$ cat src/rtl/face_detect_pkg.sv
// Shared types for the face-detection candidate path: window coordinates and scan FSM states.
package face_detect_pkg;

  localparam int unsigned COORD_WIDTH = 10;

  typedef struct packed {
    logic [COORD_WIDTH-1:0] x;
    logic [COORD_WIDTH-1:0] y;
  } window_coord_t;

  typedef enum logic {
    IDLE = 1'b0,
    SCAN = 1'b1
  } scan_state_e;

endpackage

$ cat src/rtl/candidate_fifo.sv
// First-word-fall-through FIFO of window coordinates; a push while full is accepted only with a pop.
module candidate_fifo
  import face_detect_pkg::*;
#(
  parameter  int unsigned DEPTH = 16,
  localparam int unsigned AW    = $clog2(DEPTH)
) (
  input  logic          clk_i,
  input  logic          rst_i,
  input  logic          push_i,
  input  window_coord_t data_i,
  input  logic          pop_i,
  output window_coord_t data_o,
  output logic          full_o,
  output logic          empty_o,
  output logic [AW:0]   count_o
);

  window_coord_t mem_q [DEPTH];
  logic [AW-1:0] rd_ptr_q;
  logic [AW-1:0] wr_ptr_q;
  logic [AW:0]   count_q;
  logic          do_push;
  logic          do_pop;

  assign empty_o = (count_q == '0);
  assign full_o  = (count_q == (AW+1)'(DEPTH));
  assign count_o = count_q;
  assign data_o  = mem_q[rd_ptr_q];

  assign do_pop  = pop_i && !empty_o;
  assign do_push = push_i && (!full_o || do_pop);

  always_ff @(posedge clk_i) begin
    if (rst_i) begin
      rd_ptr_q <= '0;
      wr_ptr_q <= '0;
      count_q  <= '0;
      for (int unsigned i = 0; i < DEPTH; i++) begin
        mem_q[i] <= '0;
      end
    end else begin
      if (do_push) begin
        mem_q[wr_ptr_q] <= data_i;
        wr_ptr_q        <= wr_ptr_q + 1'b1;
      end
      if (do_pop) begin
        rd_ptr_q <= rd_ptr_q + 1'b1;
      end
      unique case ({do_push, do_pop})
        2'b10:   count_q <= count_q + 1'b1;
        2'b01:   count_q <= count_q - 1'b1;
        default: count_q <= count_q;
      endcase
    end
  end

endmodule

$ cat src/rtl/candidate_window_queue.sv
// Tags first-stage verdicts with raster window origins, queues passing windows and keeps per-frame stats.
module candidate_window_queue
  import face_detect_pkg::*;
#(
  parameter int unsigned FRAME_WIDTH  = 640,
  parameter int unsigned FRAME_HEIGHT = 480,
  parameter int unsigned WINDOW_SIZE  = 24,
  parameter int unsigned COORD_WIDTH  = face_detect_pkg::COORD_WIDTH,
  parameter int unsigned FIFO_DEPTH   = 16,
  parameter int unsigned CNT_WIDTH    = 16
) (
  input  logic                          clk_fpga,
  input  logic                          reset_fpga,
  input  logic                          i_frame_start,
  input  logic                          i_window_valid,
  input  logic                          i_iscandidate,
  output logic                          o_cand_valid,
  input  logic                          i_cand_ready,
  output logic [COORD_WIDTH-1:0]        o_cand_x,
  output logic [COORD_WIDTH-1:0]        o_cand_y,
  output logic [$clog2(FIFO_DEPTH):0]   o_fifo_count,
  output logic [CNT_WIDTH-1:0]          o_num_candidates,
  output logic [CNT_WIDTH-1:0]          o_dropped_count,
  output logic                          o_overflow,
  output logic                          o_frame_done
);

  localparam logic [COORD_WIDTH-1:0] X_LAST = COORD_WIDTH'(FRAME_WIDTH - WINDOW_SIZE);
  localparam logic [COORD_WIDTH-1:0] Y_LAST = COORD_WIDTH'(FRAME_HEIGHT - WINDOW_SIZE);

  scan_state_e            state_q, state_d;
  logic [COORD_WIDTH-1:0] x_q, x_d;
  logic [COORD_WIDTH-1:0] y_q, y_d;
  logic [CNT_WIDTH-1:0]   num_q, num_d;
  logic [CNT_WIDTH-1:0]   drop_q, drop_d;
  logic                   ovf_q, ovf_d;
  logic                   done_q, done_d;

  logic                   accept;
  logic                   last_win;
  logic                   push_req;
  logic                   push_ok;
  logic                   pop;
  logic                   fifo_full;
  logic                   fifo_empty;
  logic [COORD_WIDTH-1:0] cur_x;
  logic [COORD_WIDTH-1:0] cur_y;
  logic [CNT_WIDTH-1:0]   num_base;
  logic [CNT_WIDTH-1:0]   drop_base;
  window_coord_t          push_data;
  window_coord_t          head;

  // A frame start re-origins the scan in the same cycle, so a coincident window is (0,0).
  assign accept   = i_window_valid && ((state_q == SCAN) || i_frame_start);
  assign cur_x    = i_frame_start ? '0 : x_q;
  assign cur_y    = i_frame_start ? '0 : y_q;
  assign last_win = (cur_x == X_LAST) && (cur_y == Y_LAST);
  assign push_req = accept && i_iscandidate;
  assign pop      = o_cand_valid && i_cand_ready;
  assign push_ok  = push_req && (!fifo_full || pop);

  assign push_data.x = cur_x;
  assign push_data.y = cur_y;

  always_comb begin
    state_d   = state_q;
    x_d       = x_q;
    y_d       = y_q;
    num_base  = i_frame_start ? '0 : num_q;
    drop_base = i_frame_start ? '0 : drop_q;
    num_d     = num_base;
    drop_d    = drop_base;
    ovf_d     = i_frame_start ? 1'b0 : ovf_q;
    done_d    = 1'b0;

    if (i_frame_start) begin
      state_d = SCAN;
      x_d     = '0;
      y_d     = '0;
    end

    if (accept) begin
      if (last_win) begin
        state_d = IDLE;
        x_d     = '0;
        y_d     = '0;
        done_d  = 1'b1;
      end else if (cur_x == X_LAST) begin
        x_d = '0;
        y_d = cur_y + 1'b1;
      end else begin
        x_d = cur_x + 1'b1;
        y_d = cur_y;
      end
    end

    if (push_ok && (num_base != '1)) begin
      num_d = num_base + 1'b1;
    end
    if (push_req && !push_ok) begin
      ovf_d = 1'b1;
      if (drop_base != '1) begin
        drop_d = drop_base + 1'b1;
      end
    end
  end

  always_ff @(posedge clk_fpga) begin
    if (reset_fpga) begin
      state_q <= IDLE;
      x_q     <= '0;
      y_q     <= '0;
      num_q   <= '0;
      drop_q  <= '0;
      ovf_q   <= 1'b0;
      done_q  <= 1'b0;
    end else begin
      state_q <= state_d;
      x_q     <= x_d;
      y_q     <= y_d;
      num_q   <= num_d;
      drop_q  <= drop_d;
      ovf_q   <= ovf_d;
      done_q  <= done_d;
    end
  end

  candidate_fifo #(
    .DEPTH (FIFO_DEPTH)
  ) u_fifo (
    .clk_i   (clk_fpga),
    .rst_i   (reset_fpga),
    .push_i  (push_ok),
    .data_i  (push_data),
    .pop_i   (pop),
    .data_o  (head),
    .full_o  (fifo_full),
    .empty_o (fifo_empty),
    .count_o (o_fifo_count)
  );

  assign o_cand_valid     = !fifo_empty;
  assign o_cand_x         = head.x;
  assign o_cand_y         = head.y;
  assign o_num_candidates = num_q;
  assign o_dropped_count  = drop_q;
  assign o_overflow       = ovf_q;
  assign o_frame_done     = done_q;

endmodule
$ cat config.mk
export PLATFORM = sky130hd
export DESIGN_NAME = candidate_window_queue
export DESIGN_NICKNAME = d
export VERILOG_FILES = /design/src/rtl/face_detect_pkg.sv /design/src/rtl/candidate_fifo.sv /design/src/rtl/candidate_window_queue.sv
export SDC_FILE = /design/constraint.sdc
export NUM_CORES = 1
export LEC_CHECK = 0
export CORE_ASPECT_RATIO = 0.8
export CORE_MARGIN = 2
export CORE_UTILIZATION = 35
export CTS_BUF_LIST = sky130_fd_sc_hd__clkbuf_8 sky130_fd_sc_hd__clkbuf_16
export DETAILED_ROUTE_END_ITERATION = 10
export PLACE_DENSITY_LB_ADDON = 0.2
export SYNTH_ARGS = -nofsm -noshare
export SYNTH_HDL_FRONTEND = slang
export SYNTH_HIERARCHICAL = 1
export SYNTH_SLANG_ARGS = --single-unit
$ cat constraint.sdc
create_clock -name clk_fpga -period 4.3 [get_ports clk_fpga]
set_input_delay 1.29 -clock clk_fpga [delete_from_list [all_inputs] [get_ports clk_fpga]]
set_output_delay 1.29 -clock clk_fpga [all_outputs]
set_load 0.02 [all_outputs]
==> run summary, run 1 <==
Status - finished clean
Worst Path Max Fanout - 39
Most frequent cells in the layout - 325 x and2_1, 320 x edfxtp_1, 80 x mux4_2, 78 x nor2_1, 70 x dfxtp_1
Max Fclk - 239.1 MHz
Core box area - 0.05129 mm^2
First drt pass iteration count - 5
Final Critical Period - 4.183 ns
Share of layout cells above drive strength 1 - 0.1624
Clock Path Buffers - 3
Synthesized area per cell - 13.30 um^2
Post-synthesis to final-layout area growth - 16.38%
Final Wtd Congestion - 0.8070
Clock sink count - 392
Mapped Cells - 1374
Wire per inst - 21.70 um
DP Cell Count - 2092
Post-DRT Antenna Nets - 0
Max Cap Violations - 0
Non-Filler Instances - 2168
Skew final - 0.01890 ns
Hold Crit Class - flop to flop
Number of synthesized flops with an enable pin - 320
RSZ-0062 raised after global routing - no
Sequential element share of the synthesized area - 0.6049
Postcts setup bufs - 0
H-tree Lvls - 2
DR iter-0 viols - 858
Final WL - 47.05 mm
Die Y-Extent - 208.3 um
Clk Tree Root Cell - clkbuf_16
Design area - 0.02126 mm^2
Synth Flop Type - edfxtp_1
Diode count - 0
Critical Path AT - 2.89 ns
Synth Cell Area - 0.01827 mm^2
WP buf/inv - 2
Die footprint - 0.05405 mm^2
Most common cell after layout, fill and taps aside - and2_1
Port Buf Inserts - 65
CP peak stage delay - 0.60 ns
CP Data Required Time - 3.01 ns
Tcrit/Tclk final - 0.9727
Hold_buf cts - 0
Largest delay share family, worst path - buffers and inverters
Vias in the first global route - 11220
CTS buffer count - 42
Post-Route Setup TNS - 0 ns
Drt drc - 0
Final hold violations - 0
Worst R2R Path Depth - 8
Final setup vio count - 0
Worst-Margin Slew - 1.003 ns
Reg clk slew, reported paths - 0.06 ns
Leakage - 7.374 nW
Max_slew headroom - 0.3303
Syn nets - 1394
Power per cell area - 429.2 mW/mm^2
Yosys warnings - 6
CP Cell Sequence - buf_12 > mux4_2 > a22oi_1 > nand2_1 > clkdlybuf4s50_1
DR vias/cell - 5.116
Synth cell types - 63
Asr flop ratio synth - 0
Crit end category - output pin
Hold slack - 0.4577 ns
First-pass GRT wire length - 72.33 mm
GRT Overall Usage - 0.1764
Pins over their slew limit - 0
CP max-delay cell - mux4_2
Pin count of the biggest net entering global routing - 40
Critical path launch point type - flop
Register bit total from synthesis - 392
CTS tree - yes
IR drop worst, VDD - 294.1 uV
Io pins - 66
Nets - 1472
Clock latency on the worst-skew pair - 0.55 ns
Critical path class - flop to output pin
Antenna violations before repair - 1
Hold path depth - 2
Grt ovf - 0
Die X - 259.4 um
Initial Util - 0.3562
Via count - 11090
DP Area - 0.02001 mm^2
Worst path depth - 5
Floorplan row count - 74
Dpl hpwl - 29.61 mm
Total power - 9.126 mW
## path summary, 6_finish.rpt
check,start,to,slack (ns)
worst max-delay path,flop,o_cand_x[6],0.12
worst min-delay path,o_overflow$_SDFFE_PP0P_,o_overflow$_SDFFE_PP0P_,0.46
worst min register to register,o_overflow$_SDFFE_PP0P_,o_overflow$_SDFFE_PP0P_,0.46
worst max register to register,u_fifo/count_o[0]$_SDFFE_PP0P_,u_fifo/mem_q[12][12]$_SDFFCE_PN0P_,0.82
## worst register-to-register path, stage by stage, from the launching register on
cell      delay, ns
dfxtp_1        0.38
or4_4          0.70
nor2_1         0.18
nand2b_1       0.23
inv_1          0.22
nand2b_1       0.37
o211ai_2       0.35
nor2_1         0.11
or2_2          0.57
## cell usage after synthesis, drive strengths merged, types with 4 or more instances
cell type	count	area (um^2)
dfxtp	72	1441
or2	15	93.84
nand4	13	93.84
nor4	5	46.29
inv	13	48.79
a22oi	41	307.8
a21oi	23	115.1
nor2b	32	200.2
buf	13	75.06
o211ai	12	100.1
nand3	15	75.07
nand2	65	244.0
or3	10	62.56
edfxtp	320	9609
and3	7	43.79
o21ai	23	133.9
clkbuf	84	316.6
mux2i	5	50.05
nor3	11	55.05
nor3b	6	50.05
and2	325	2033
xor2	18	157.7
nand4b	5	43.79
and4b	4	40.04
xnor2	18	157.7
o2111ai	8	70.07
ha	13	162.7
nor2	78	292.8
mux4	80	1802
## power by group
group / internal (mW) / total [mW] / leakage [nW] / switching [mW]
sequential: 4.26 / 4.34 / 3.71 / 0.0778
clock: 1.87 / 3.38 / 0.670 / 1.51
combinational: 0.644 / 1.41 / 2.99 / 0.761
total: 6.78 / 9.13 / 7.37 / 2.35
## kinds of logic after synthesis
family | count (synthesis) | synth area share
compound gates | 127 | 0.04863
xor+xnor | 36 | 0.01726
fa+ha+maj | 14 | 0.01000
buf+inv | 110 | 0.02411
flops | 392 | 0.6049
mux | 86 | 0.1020
simple gates | 609 | 0.1931
## registers in the layout, summed over array words and instances (netlist names), named ones only
signal            flops
y_q                  10
u_fifo/wr_ptr_q       4
o_frame_done          1
o_overflow            1
o_dropped_count      16
u_fifo/count_o        5
u_fifo/rd_ptr_q       4
o_num_candidates     16
state_q               1
u_fifo/mem_q        320
x_q                  10
## stage by stage
stage,utilization,worst slack [ns]
6_report,0.4145,0.1174
5_1_grt,0.4145,0.01372
4_1_cts,0.4144,0.07024
3_5_place_dp,0.3900,0.3234
3_3_place_gp,0.3900,0.2848
2_1_floorplan,-,0.7980
## routing by layer
metal | up-vias | part of all wire | GRT usage
li1 | 5173 | - | -
met1 | 5575 | 0.49 | 0.2702
met2 | 283 | 0.44 | 0.2636
met3 | 60 | 0.059 | 0.02912
met4 | 0 | 0.014 | 0.03290
met5 | - | 0 | 0
## layout make-up
class                           instances  area (um^2)
Sequential cell                       392        11060
Clock buffer                           43         1076
Tap cell                              684        855.8
Inverter                               13        48.80
Timing Repair Buffer                  131         1257
Fill cell                            4782        30030
Multi-Input combinational cell        872         6790
Clock inverter                         33        175.2
## what timing repair did
action	in CTS	in global routing
resized for setup	0	1
endpoints found under the hold margin	0	0
endpoints found under the setup margin	0	1
No activity file was read; power rests on OpenSTA's default activity.
==> inputs of run 2 (changes only) <==
--- a/config.mk
+++ b/config.mk
@@ -6,7 +6,7 @@
 export NUM_CORES = 1
 export LEC_CHECK = 0
 export CORE_ASPECT_RATIO = 0.8
-export CORE_MARGIN = 2
+export CORE_MARGIN = 3
 export CORE_UTILIZATION = 35
 export CTS_BUF_LIST = sky130_fd_sc_hd__clkbuf_8 sky130_fd_sc_hd__clkbuf_16
 export DETAILED_ROUTE_END_ITERATION = 10
==> run 2 against run 1 <==
Against the previous run: register-to-register slack barely moved; hold slack barely moved; final cell count barely moved; die area rose by 1.7%; maximum frequency rose by 1.3%; clock skew rose by 0.0085 ns; count of clock-buffer cells in the layout rose by 1; routed wire length fell by 0.59%; setup slack improved by 0.055 ns.
==> run summary, run 2 (synthesis results as in run 1) <==
DP Cell Count - 2085
Most frequent cells in the layout - 325 x and2_1, 320 x edfxtp_1, 80 x mux4_2, 77 x nor2_1, 70 x dfxtp_1
Hold path depth - 2
Non-Filler Instances - 2167
Nets - 1471
Clock Path Buffers - 3
CP Data Required Time - 3.01 ns
Clock latency on the worst-skew pair - 0.57 ns
Final hold violations - 0
Top reg by flops - u_fifo/mem_q
Max Fclk - 242.3 MHz
Grt ovf - 0
Net Sw Frac - 0.2542
CP peak stage delay - 0.65 ns
Post-synthesis to final-layout area growth - 16.30%
Most common cell after layout, fill and taps aside - and2_1
Clk Tree Root Cell - clkbuf_16
Tcrit/Tclk final - 0.9600
RSZ-0062 raised after global routing - no
Max_slew headroom - 0.1862
IR drop worst, VDD - 267.2 uV
Comb pwr share - 0.153
Io pins - 66
Via count - 11050
Critical path class - flop to output pin
Clock sink count - 392
Pins over their slew limit - 0
Initial Util - 0.3562
Reg clk slew, reported paths - 0.06 ns
Reg power frac - 0.475
Max reg flops - 320
Worst-Margin Slew - 1.218 ns
Leakage - 7.337 nW
H-tree Lvls - 2
DP Area - 0.01992 mm^2
Pin count of the biggest net entering global routing - 41
Critical path launch point type - flop
Clock Power Share - 0.372
Drt drc - 0
CTS buffer count - 43
Crit end category - output pin
Port Buf Inserts - 65
DR vias/cell - 5.098
Int Pwr - 6.848 mW
Dpl hpwl - 29.42 mm
Diode count - 0
Status - finished clean
CP Cell Sequence - buf_12 > mux4_2 > a22oi_1 > nand2_1 > clkdlybuf4s50_1
GRT Overall Usage - 0.1735
Post-DRT Antenna Nets - 0
P_sw - 2.334 mW
CTS tree - yes
Worst Path Max Fanout - 27
Vias in the first global route - 11270
Antenna violations before repair - 0
Post-Route Setup TNS - 0 ns
Final Wtd Congestion - 0.7833
Critical Path AT - 2.84 ns
Floorplan row count - 74
Core box area - 0.05129 mm^2
CP max-delay cell - dfxtp_4
Final setup vio count - 0
Share of layout cells above drive strength 1 - 0.1618
Hold Crit Class - flop to flop
First drt pass iteration count - 5
Final Critical Period - 4.128 ns
Wire per inst - 21.58 um
Worst R2R Path Depth - 13
Max Cap Violations - 0
Die X - 261.4 um
Skew final - 0.02736 ns
DR iter-0 viols - 955
Final WL - 46.77 mm
Design area - 0.02125 mm^2
Die footprint - 0.05499 mm^2
Die Y-Extent - 210.3 um
Hold_buf cts - 0
Power per cell area - 432.1 mW/mm^2
First-pass GRT wire length - 71.58 mm
==> run 2: changes by cell type in the layout (fill, tap and decap cells not counted) <==
cell,previous run,this run
buf_4,56,57
clkinv_1,8,14
buf_12,9,6
clkbuf_16,43,44
inv_6,1,2
clkinv_8,0,1
clkinvlp_4,0,1
inv_8,1,0
clkinvlp_2,0,1
inv_1,24,19
nor2_2,0,1
clkinv_2,10,6
nor2_1,78,77
==> run 2: routing by layer <==
layer,track usage,up-vias,wire length [um],share of wire
met5,0,-,0,0
met4,0.03152,0,618,0.013
met3,0.02991,48,2343,0.050
met2,0.2735,210,21520,0.46
met1,0.2553,5613,22300,0.48
li1,-,5177,-,-
==> run 2: final cells by class <==
| class | count | area (um^2) |
|---|---|---|
| fill | 4801 | 30050 |
| sequential | 392 | 11060 |
| multi-input combinational | 872 | 6793 |
| timing repair buffer | 129 | 1205 |
| clock buffer | 44 | 1101 |
| tap | 684 | 855.8 |
| clock inverter | 33 | 185.2 |
| inverter | 13 | 48.80 |
==> run 2: critical path, delay by kind of cell, from the launching register on <==
kind	cells	cell delay, ns
mux	1	0.34
flops	1	0.65
simple gates	1	0.19
compound gates	1	0.22
buf+inv	2	0.84
==> run 2: per-stage QoR <==
stage	power, mW	hold WS (ns)	worst slack, ns	util
floorplan	5.359	0.4847	0.7980	-
global placement	5.833	0.4481	0.1724	0.3883
detailed placement	5.842	0.4536	0.09683	0.3883
CTS	9.291	0.4623	0.0009031	0.4135
global route	9.575	0.4968	0.05087	0.4142
finish	9.182	0.4579	0.1721	0.4142
==> run 2: what timing repair did <==
action / in CTS / in global routing
resized for setup: 1 / 0
endpoints found under the setup margin: 5 / 9
setup buffers: 0 / 5
==> run 2: worst paths after layout <==
| check | from | end | slack, ns |
|---|---|---|---|
| hold / removal | o_overflow$_SDFFE_PP0P_ | o_overflow$_SDFFE_PP0P_ | 0.46 |
| setup / recovery | flop | o_cand_x[1] | 0.17 |
| setup reg to reg | u_fifo/count_o[0]$_SDFFE_PP0P_ | u_fifo/count_o[4]$_SDFFE_PP0P_ | 0.83 |
| hold reg to reg | o_overflow$_SDFFE_PP0P_ | o_overflow$_SDFFE_PP0P_ | 0.46 |
==> run 2: power by group through the flow <==
stage                     logic (mW)  clock network, mW  registers [mW]
after floorplan                0.955                  0            4.40
final                           1.41               3.42            4.36
after detailed placement        1.39                  0            4.45
after global routing            1.52               3.68            4.38
after CTS                       1.40               3.52            4.37
after global placement          1.39                  0            4.45
==> inputs of run 3 (changes only) <==
--- a/config.mk
+++ b/config.mk
@@ -11,6 +11,7 @@
 export CTS_BUF_LIST = sky130_fd_sc_hd__clkbuf_8 sky130_fd_sc_hd__clkbuf_16
 export DETAILED_ROUTE_END_ITERATION = 10
 export PLACE_DENSITY_LB_ADDON = 0.2
+export SKIP_CTS_REPAIR_TIMING = 1
 export SYNTH_ARGS = -nofsm -noshare
 export SYNTH_HDL_FRONTEND = slang
 export SYNTH_HIERARCHICAL = 1
==> results of run 3 <==
Same layout as run 2: the final DEF is identical, and so are final timing and power.
==> variant 1, RTL diff (settings of run 3) <==
Put one more register stage on the output `o_dropped_count`, without a reset. The value now appears one clock later. The other outputs are not delayed to match.
--- a/src/rtl/candidate_window_queue.sv
+++ b/src/rtl/candidate_window_queue.sv
@@ -145,3 +145,5 @@
   assign o_num_candidates = num_q;
-  assign o_dropped_count  = drop_q;
+  always_ff @(posedge clk_fpga) begin
+    o_dropped_count <= drop_q;
+  end
   assign o_overflow       = ovf_q;
Formal check against the unedited RTL: same outputs for any inputs over 4 cycles, from zero or initial values and one cycle with reset_fpga high; that may be too few to reach the edited logic, so the function may still have changed.
==> variant 1 against run 3 <==
Design area grew 3.2%. Sequential cell count grew 16. Sequential share of layout area shrank 0.18 points. Register-to-register slack lost 0.12 ns. Setup slack lost 0.044 ns. Wire length grew 3.4%. Total power grew 4.3%. Area after synthesis grew 2.0%. Largest power group unchanged. Die area grew 1.9%.
==> variant 1: results <==
group,metric,value,unit
status,run_status,"complete, no violations",
critical_path,critPathSlowestCell,"clkdlybuf4s50_1",
critical_path,cp_max_fo,22,
timing,maxSlewHeadroom,29.8,%
critical_path,regToRegSetupSlack,0.71,ns
synth,yosysSeqAreaShare,61.1,%
critical_path,crit_path_end,"o_cand_y[1]",
layout,fillCellCount,4719,
layout,fin_nets,1491,
detailed_routing,initialDrtViolationCount,783,
synth,syn_area_per_cell,13.4,um^2
power,switching_share,25.2,%
power,peakVddDrop,0.000307,V
timing,skew,0.0290,ns
detailed_routing,wl_per_cell,22.1,um
synth,ys_top_cells_by_count,"and2_1 (328), edfxtp_1 (320), dfxtp_1 (88)",
critical_path,reg2reg_to,"u_fifo/count_o[3]",
grt,grt_use_total,17.4,%
grt,antenna_found_initial,1,
critical_path,arrival,2.88,ns
placed_design,dp_cells,2101,
placed_design,gp_congestion,0.791,
clock_tree,cts_made_buffers,45,
synth,synth_area_leaders,"edfxtp_1 (52%), and2_1 (11%), mux4_2 (9.7%), dfxtp_1 (9.5%), clkbuf_1 (1.7%)",
detailed_routing,vias,11200,
[variant 1: cell types whose count changed in the layout (fill, tap and decap cells not counted), moves of 7 or more]
cell       change
dfxtp_1       +16
buf_12        +14
or3_1          -7
inv_1          +7
o2111ai_1      -8
a21oi_1       -10
nand2_1        -8
nand3_1        +7
clkinv_1       -7
o21ai_0        -9
[variant 1: layer usage]
| layer | wire [um] | vias to the layer above | GRT usage (%) | share of wire (%) |
|---|---|---|---|---|
| met5 | 0 | - | 0 | 0 |
| met4 | 801 | 0 | 4.25 | 1.7 |
| met3 | 2950 | 57 | 2.90 | 6.1 |
| met2 | 21700 | 303 | 27.0 | 45 |
| met1 | 22900 | 5679 | 25.7 | 47 |
| li1 | - | 5192 | - | - |
[variant 1: worst max-delay path: cells and delay by family (launching register included)]
family / cells / cell delay [ns]
buffers and inverters: 3 / 0.91
AOI/OAI and AO/OA: 1 / 0.29
DFF: 1 / 0.44
and+or+nand+nor: 1 / 0.14
muxes: 1 / 0.53
[variant 1: worst min path at each step]
stage	startpoint	to	slack, ns	depth (start not counted)
CTS	drop_q[0]	o_dropped_count[0]	0.37	0
global placement	drop_q[0]	o_dropped_count[0]	0.36	0
floorplan	drop_q[1]	o_dropped_count[1]	0.34	0
finish	drop_q[0]	o_dropped_count[0]	0.37	0
detailed placement	drop_q[0]	o_dropped_count[0]	0.36	0
global route	drop_q[0]	o_dropped_count[0]	0.37	0
[variant 1: kinds of logic after synthesis]
kind of cell	synth area share, %
and+or+nand+nor	19.2
AOI/OAI and AO/OA	4.04
DFF	61.1
buffers and inverters	2.45
muxes	10.3
xor gates and xnor gates	1.93
adders and majority gates	0.981
[variant 1: per-stage QoR]
| stage | area (um^2) | setup slack, ns |
|---|---|---|
| global route | 21900 | -0.00189 |
| floorplan | 18600 | 0.733 |
| CTS | 21800 | -0.231 |
| detailed placement | 20500 | 0.275 |
| finish | 21900 | 0.128 |
| global placement | 20500 | 0.291 |
[variant 1: cell type report]
class                      instances  area, um^2  share of cell area (%)
sequential                       408       11400                    51.9
multi-input combinational        863        6820                    31.1
timing repair buffer             137        1450                    6.61
clock buffer                      49        1190                    5.44
tap                              684         856                    3.90
clock inverter                    33         181                   0.827
inverter                          16        60.1                   0.274
[variant 1: power by group through the flow]
| stage | clock network [uW] | registers, uW | logic, uW |
|---|---|---|---|
| 4_1_cts | 3730 | 4530 | 1380 |
| 6_report | 3620 | 4500 | 1460 |
| 3_3_place_gp | 0 | 4610 | 1370 |
| 5_1_grt | 3900 | 4520 | 1570 |
| 2_1_floorplan | 0 | 4550 | 930 |
| 3_5_place_dp | 0 | 4620 | 1380 |
==> variant 2, RTL diff (flow settings as in run 3) <==
Made on the original files. The parameter `FRAME_HEIGHT` goes from 480 to 360.
--- a/src/rtl/candidate_window_queue.sv
+++ b/src/rtl/candidate_window_queue.sv
@@ -5,3 +5,3 @@
   parameter int unsigned FRAME_WIDTH  = 640,
-  parameter int unsigned FRAME_HEIGHT = 480,
+  parameter int unsigned FRAME_HEIGHT = 360,
   parameter int unsigned WINDOW_SIZE  = 24,
Behaviour: no difference found for any inputs over 4 cycles, from zero or initial values and one cycle with reset_fpga high; that may be too few to reach the edited logic, so the function may still have changed.
==> variant 2 against run 3 <==
Setup slack better by 0.0051 ns. Sequential cell count unchanged. Design area up 0.84%. Total power is 0.88% higher. Wire length decreased by 1.5%. Area after synthesis about the same. Count of clock-buffer cells in the layout decreased by 1. Sequential share of layout area decreased by 0.43 points. Critical path depth is the same.
==> variant 2: results <==
group,metric,value,unit
placed_design,dpl_cell_area,20100,um^2
placed_design,hpwl,29100,um
timing,maxSlewHeadroom,27.5,%
placed_design,gp_congestion,0.782,
layout,insertedDiodeCount,0,
critical_path,slowest_delay,0.58,ns
grt,grt_max_degree,34,
placed_design,dp_cells,2093,
timing,skew,0.0237,ns
critical_path,critPathSlowestCell,"clkdlybuf4s50_1",
detailed_routing,vias,11100,
placed_design,preCtsSetupSlack,0.392,ns
power,power_switching,2330,uW
grt,grt_pass1_wl,71700,um
clock_tree,cts_made_buffers,42,
synth,yosys.cell_types.count,65,
synth,synth_compound_area_share,4.70,%
synth,yosysSeqAreaShare,60.5,%
placed_design,portBuffers,65,
synth,synthAdderAreaFrac,1.00,%
layout,fin_nets,1477,
grt,grt_use_total,17.1,%
detailed_routing,vias_per_cell,5.11,
layout,fillCellCount,4715,
min_path,hp-class,"reg2reg",
grt,antenna_found_initial,0,
synth,synth_xor_area_share,1.68,%
critical_path,cp_max_fo,19,
detailed_routing,wl_per_cell,21.2,um
synth,ys_top_cells_by_count,"and2_1 (326), edfxtp_1 (320), clkbuf_1 (85)",
layout,top_register,"u_fifo/mem_q",
status,run_status,"complete, no violations",
critical_path,arrival,2.83,ns
power,power.internal,6930,uW
layout,drive_above_1_share,17.1,%
power,p_comb,1410,uW
detailed_routing,first_pass_iters,5,
synth,syn_area_per_cell,13.3,um^2
power,peakVddDrop,0.000259,V
synth,synthMuxAreaShare,10.4,%
power,p_leak,0.00749,uW
synth,syn_nets,1391,
detailed_routing,initialDrtViolationCount,854,
synth,synth_area_leaders,"edfxtp_1 (53%), and2_1 (11%), mux4_2 (9.9%), dfxtp_1 (7.9%), clkbuf_1 (1.7%)",
power,p_seq_share,47.1,%
grt,grt_pass1_vias,11400,
[variant 2: worst reg2reg max path, stage by stage, from the launching register on]
cell	delay, ns
dfxtp_1	0.38
or4_4	0.69
nor2_1	0.17
or2b_2	0.16
a21oi_1	0.08
buf_4	0.18
nor2b_1	0.22
o21ai_2	0.12
inv_2	0.16
ha_1	0.29
a21oi_1	0.25
nand2_1	0.13
mux2i_1	0.16
a31oi_1	0.09
[variant 2: cell families after synthesis]
family | count (synthesis)
AND/OR/NAND/NOR | 606
flip-flops | 392
AO/OA/AOI/OAI | 122
buffers and inverters | 113
multiplexers | 89
XOR/XNOR | 35
adder cells (fa/ha/maj) | 14
[variant 2: worst paths after layout]
| kind | cells after the start | from | to | slack [ns] |
|---|---|---|---|---|
| worst min-delay path | 2 | o_overflow | o_overflow | 0.45 |
| worst max-delay path | 5 | flip-flop | o_cand_y[6] | 0.18 |
| worst max register to register | 13 | u_fifo/count_o[0] | u_fifo/count_o[4] | 1.10 |
| worst min register to register | 2 | o_overflow | o_overflow | 0.45 |
[variant 2: layout make-up]
class | instances | area [um^2] | area share (%)
Multi-Input combinational cell | 866 | 6780 | 31.7
Clock inverter | 33 | 240 | 1.12
Clock buffer | 43 | 1080 | 5.02
Inverter | 16 | 60.1 | 0.280
Timing Repair Buffer | 139 | 1350 | 6.31
Sequential cell | 392 | 11100 | 51.6
Tap cell | 684 | 856 | 3.99
[variant 2: metal layers]
| layer | wire [um] | vias up | track usage [%] |
|---|---|---|---|
| met5 | 0 | - | 0 |
| met4 | 742 | 0 | 4.05 |
| met3 | 2180 | 50 | 2.58 |
| met1 | 22400 | 5639 | 25.4 |
| li1 | - | 5169 | - |
| met2 | 20800 | 236 | 26.6 |
